<file path="src/rtl/hilo_ctrl.sv">
`default_nettype none
//-----------------------------------------------------------------------------
// Module   : hilo_ctrl
// Purpose  : Sequencer and HI/LO register holder sitting behind the sequential
//            multiplier and divider. Accepts MULT/DIV requests, pulses the
//            selected unit's start line, counts that unit's fixed latency,
//            captures the 64-bit result into HI/LO and pulses done. Also
//            serves MTHI/MTLO writes while idle; HI/LO are driven straight
//            from registers for MFHI/MFLO.
// Revision : 1.0 - initial release
//-----------------------------------------------------------------------------
// Parameters
//   MULT_CYCLES  edges from request acceptance to capture, multiplier (2..255)
//   DIV_CYCLES   edges from request acceptance to capture, divider    (2..255)
// Ports
//   clk          system clock, rising edge
//   reset        asynchronous active-low reset
//   mult_req     start-multiply request
//   div_req      start-divide request (multiply wins if both are high)
//   mult_on      one-cycle start pulse to the multiplier
//   div_on       one-cycle start pulse to the divider
//   mult_hi/lo   multiplier product words, sampled only at capture
//   div_quot/rem divider quotient / remainder, sampled only at capture
//   div_zero     divider flag: divisor was zero
//   mthi_we      write wdata to HI (honoured only when idle)
//   mtlo_we      write wdata to LO (honoured only when idle)
//   wdata        MTHI/MTLO data
//   hi, lo       HI/LO registers
//   busy         operation in flight
//   done         one-cycle completion pulse
//   div_zero_exc one-cycle divide-by-zero pulse, coincident with done
//-----------------------------------------------------------------------------
module hilo_ctrl #(
   parameter int MULT_CYCLES = 35,
   parameter int DIV_CYCLES  = 35
) (
   input  logic        clk,
   input  logic        reset,
   input  logic        mult_req,
   input  logic        div_req,
   output logic        mult_on,
   output logic        div_on,
   input  logic [31:0] mult_hi,
   input  logic [31:0] mult_lo,
   input  logic [31:0] div_quot,
   input  logic [31:0] div_rem,
   input  logic        div_zero,
   input  logic        mthi_we,
   input  logic        mtlo_we,
   input  logic [31:0] wdata,
   output logic [31:0] hi,
   output logic [31:0] lo,
   output logic        busy,
   output logic        done,
   output logic        div_zero_exc
);

   localparam logic [7:0] c_MULT_CNT = 8'(MULT_CYCLES);
   localparam logic [7:0] c_DIV_CNT  = 8'(DIV_CYCLES);

   typedef enum logic [1:0] {
      S_IDLE  = 2'd0,
      S_MWAIT = 2'd1,
      S_DWAIT = 2'd2
   } state_t;

   state_t      r_state,   w_state_nxt;
   logic [7:0]  r_cnt,     w_cnt_nxt;
   logic [31:0] r_hi,      w_hi_nxt;
   logic [31:0] r_lo,      w_lo_nxt;
   logic        r_mult_on, w_mult_on_nxt;
   logic        r_div_on,  w_div_on_nxt;
   logic        r_done,    w_done_nxt;
   logic        r_dzx,     w_dzx_nxt;

   always_ff @(posedge clk or negedge reset) begin
      if (!reset) begin
         r_state   <= S_IDLE;
         r_cnt     <= 8'd0;
         r_hi      <= 32'd0;
         r_lo      <= 32'd0;
         r_mult_on <= 1'b0;
         r_div_on  <= 1'b0;
         r_done    <= 1'b0;
         r_dzx     <= 1'b0;
      end else begin
         r_state   <= w_state_nxt;
         r_cnt     <= w_cnt_nxt;
         r_hi      <= w_hi_nxt;
         r_lo      <= w_lo_nxt;
         r_mult_on <= w_mult_on_nxt;
         r_div_on  <= w_div_on_nxt;
         r_done    <= w_done_nxt;
         r_dzx     <= w_dzx_nxt;
      end
   end

   always_comb begin
      w_state_nxt   = r_state;
      w_cnt_nxt     = r_cnt;
      w_hi_nxt      = r_hi;
      w_lo_nxt      = r_lo;
      w_mult_on_nxt = 1'b0;
      w_div_on_nxt  = 1'b0;
      w_done_nxt    = 1'b0;
      w_dzx_nxt     = 1'b0;

      case (r_state)
         S_IDLE: begin
            // MTHI/MTLO land even if a request is accepted on the same edge;
            // the later capture simply overwrites them.
            if (mthi_we) w_hi_nxt = wdata;
            if (mtlo_we) w_lo_nxt = wdata;
            if (mult_req) begin
               w_state_nxt   = S_MWAIT;
               w_cnt_nxt     = c_MULT_CNT;
               w_mult_on_nxt = 1'b1;
            end else if (div_req) begin
               w_state_nxt  = S_DWAIT;
               w_cnt_nxt    = c_DIV_CNT;
               w_div_on_nxt = 1'b1;
            end
         end

         S_MWAIT: begin
            if (r_cnt > 8'd1) begin
               w_cnt_nxt = r_cnt - 8'd1;
            end else begin
               w_hi_nxt    = mult_hi;
               w_lo_nxt    = mult_lo;
               w_done_nxt  = 1'b1;
               w_state_nxt = S_IDLE;
            end
         end

         S_DWAIT: begin
            if (r_cnt > 8'd1) begin
               w_cnt_nxt = r_cnt - 8'd1;
            end else begin
               // Divide-by-zero leaves HI/LO untouched and flags the exception.
               if (div_zero) begin
                  w_dzx_nxt = 1'b1;
               end else begin
                  w_hi_nxt = div_rem;
                  w_lo_nxt = div_quot;
               end
               w_done_nxt  = 1'b1;
               w_state_nxt = S_IDLE;
            end
         end

         default: begin
            w_state_nxt = S_IDLE;
         end
      endcase
   end

   assign mult_on      = r_mult_on;
   assign div_on       = r_div_on;
   assign hi           = r_hi;
   assign lo           = r_lo;
   assign busy         = (r_state != S_IDLE);
   assign done         = r_done;
   assign div_zero_exc = r_dzx;

endmodule
`default_nettype wire

</file>
<file path="config.mk">
export PLATFORM = sky130hd
export DESIGN_NAME = hilo_ctrl
export DESIGN_NICKNAME = d
export VERILOG_FILES = /design/src/rtl/hilo_ctrl.sv
export SDC_FILE = /design/constraint.sdc
export NUM_CORES = 1
export LEC_CHECK = 0
export CAP_MARGIN = 25
export CORE_UTILIZATION = 35
export CTS_CLUSTER_SIZE = 8
export DETAILED_ROUTE_END_ITERATION = 8
export GPL_ROUTABILITY_DRIVEN = 0
export GPL_TIMING_DRIVEN = 0
export PLACE_DENSITY = 0.7
export SLEW_MARGIN = 20
export SYNTH_ARGS = -nofsm -noshare
export SYNTH_HDL_FRONTEND = slang
export SYNTH_SLANG_ARGS = --single-unit
</file>
<file path="constraint.sdc">
create_clock -name clk -period 2.84 [get_ports clk]
set_clock_uncertainty 0.15 [all_clocks]
set_input_delay 0.568 -clock clk [delete_from_list [all_inputs] [get_ports clk]]
set_output_delay 0.568 -clock clk [all_outputs]
set_load 0.03 [all_outputs]
</file>
==> impl_metrics.csv <==
group,metric,value,unit
global_route,grt_pass1_wl,23.4,mm
final_layout,final_core_utilization,59.6,%
clock_tree,cts_buffers,9,
final_layout,diodes,0,
clock_tree,cts_resized,1,
logic_synthesis,synthesis.area,4300,um2
worst_setup_path,critPathCaptureType,"flop",
timing,tightest_slew,641,ps
logic_synthesis,synth_seq_cells,78,
clock_tree,clock_path_buffers,2,
clock_tree,clkTransAtPathRegs,60,ps
logic_synthesis,synthCells,409,
logic_synthesis,synth_common_cells,"dfrtp_1, a21oi_1, a22oi_1, mux2_2, nor2_1",
timing,min_period,2640,ps
clock_tree,clk_latency,330,ps
logic_synthesis,yosysTopAreaCell,"dfrtp_1",
global_route,antenna_found_initial,0,
clock_tree,cts_hold_buf,0,
floorplan,die-area,12700,um2
floorplan,die_w,113,um
pwr,max-vdd-ir-drop,657,uV
clock_tree,h-tree-depth,3,
place,dpl.hpwl,11.6,mm
timing,finalSetupViolations,0,
run,maxCapViolations,0,
place,port_buffers,235,
logic_synthesis,synth.most_common_cell,"dfrtp_1",
logic_synthesis,ys_warn_count,0,
logic_synthesis,synth_fp_nets,582,
clock_tree,cts_tree,"done",
logic_synthesis,synth.area.top_cells,"dfrtp_1, mux2_2, a22oi_1, a21oi_1, mux2_1",
place,post-place-cells,792,
clock_tree,clockRootBuffer,"clkbuf_16",
drt,drt_first_pass_iters,4,
final_layout,fill_cells,1040,
logic_synthesis,synthDistinctLibCells,40,
final_layout,area_growth,66.7,%
floorplan,initial_core_util,35.8,%
global_route,grt_max_degree,51,
global_route,grt_use_total,24.1,%
worst_setup_path,crit_path_start_kind,"flop",
timing,fmax,0.379,GHz
worst_setup_path,cp.required,2910,ps
logic_synthesis,synth-edff-count,0,
timing,hold_viol,0,
min_path,hp-class,"in -> async",
drt,vias,4355,
timing,max_slew_margin,57.3,%
floorplan,coreArea,12000,um2
timing,period_share,92.9,%
logic_synthesis,synth_ff_type,"dfrtp_1",
worst_setup_path,reg2reg_slack,200,ps
drt,drt_iter0_drc,232,
worst_setup_path,arrival,2700,ps
global_route,globalRouteOverflowTotal,0,
drt,drc,0,
logic_synthesis,syn_area_per_cell,10.5,um2
clock_tree,cts.sinks,78,
logic_synthesis,netlist.area_leader.share,45.4,%
drt,ant_nets,0,
logic_synthesis,synth-seq-area-share,45.4,%
global_route,first_global_vias,4572,
timing,grt_setup_unrepaired,"no",
pwr,leakagePower,2.85,nW
place,pre_cts_ws,-29.7,ps
final_layout,layout.cells.non_filler,808,
drt,wl,15.1,mm
drt,routed_via_density,5.39,
floorplan,io-pin-count,236,
logic_synthesis,synthArstFlopShare,100,%
timing,final.setup.worst_slack,203,ps
final_layout,finalNetCount,829,
floorplan,rows,40,
final_layout,drive_above_1_share,13.0,%
pwr,power_density,1230,nW/um2
drt,wire_per_inst,18.7,um
worst_setup_path,critPathKind,"reg -> reg",
outcome,status,"completed",
floorplan,die_height,113,um
clock_tree,post_cts_buffers,0,
worst_setup_path,crit_fanout,10,
timing,finalMaxSlewViolations,0,
through the flow:
stage | total power (W) | setup TNS [ps] | area (um2) | hold slack, ps
finish | 0.00884 | 0 | 7160 | 15.1
global route | 0.00938 | 0 | 7160 | 43.1
CTS | 0.00891 | 0 | 7160 | 20.3
detailed placement | 0.00771 | -58.7 | 6860 | 326
global placement | 0.00756 | -136960 | 6830 | 318
floorplan | 0.00555 | 0 | 4300 | 122
cell type report:
class / count / area, um2 / share of cell area (%)
Clock inverter: 4 / 45.0 / 0.629
Inverter: 7 / 26.3 / 0.367
Sequential cell: 78 / 1950 / 27.3
Clock buffer: 12 / 256 / 3.58
Tap cell: 147 / 184 / 2.57
Multi-Input combinational cell: 290 / 2140 / 29.8
Timing Repair Buffer: 236 / 2380 / 33.2
Buffer: 34 / 184 / 2.57
cell families (layout without fill, tap and decap cells):
kind of cell / Yosys count / count (layout) / synth area share [%]
muxes: 67 / 67 / 17.5
and+or+nand+nor: 67 / 67 / 8.07
buffers and inverters: 41 / 293 / 4.81
DFF: 78 / 78 / 45.4
AOI/OAI and AO/OA: 150 / 150 / 22.5
adders and majority gates: 6 / 6 / 1.75
per-layer routing:
layer	track usage (%)	part of all wire, %
met5	0	0
met1	28.5	41
met3	5.46	6.5
met4	11.0	2.8
met2	41.7	50
final timing paths:
check                           startpoint  endpoint  cells after the start
max in group asynchronous            reset    hi[23]                      2
worst min register to register      lo[22]    lo[22]                      1
min in group clk                    lo[22]    lo[22]                      1
worst max register to register  r_state[0]     hi[5]                      7
worst min-delay path                 reset  r_cnt[6]                      1
worst max-delay path            r_state[0]     hi[5]                      7
power by group:
part	total, W	switching, W	internal [W]	leakage [nW]
Sequential	0.00200	0.000313	0.00168	0.934
Combinational	0.00567	0.00314	0.00253	1.76
Clock	0.00117	0.000446	0.000724	0.152
state kept, by name, summed over array words and instances, names as in the netlist:
register and count:
r_cnt 8, r_state 2, hi 32, div_on 1
lo 32, div_zero_exc 1, mult_on 1, done 1
critical path, stage by stage (launching register included):
cell and delay, ps:
dfrtp_1 390, inv_1 80, ha_1 270, clkbuf_1 370
clkbuf_2 350, clkbuf_1 460, a21oi_1 130, mux2_1 310
layout by cell type, fill, tap and decap left out, drive strengths merged, types with 2 or more instances in the layout:
master         netlist  final
a22o                 3      3
clkdlybuf4s50        0    234
or4                  2      2
ha                   6      6
and2                 2      2
nand3                3      3
a31oi                2      2
nor4                 2      2
dfrtp               78     78
buf                 11     13
nor3                 5      5
inv                  7      7
nor2                37     37
mux2i                3      3
clkbuf              23     35
a21oi               66     66
mux2                64     64
clkinv               0      3
a22oi               66     66
or2                  3      3
nand2                8      8
o21ai                5      5
Note: power is estimated with default switching activity, not from simulation.
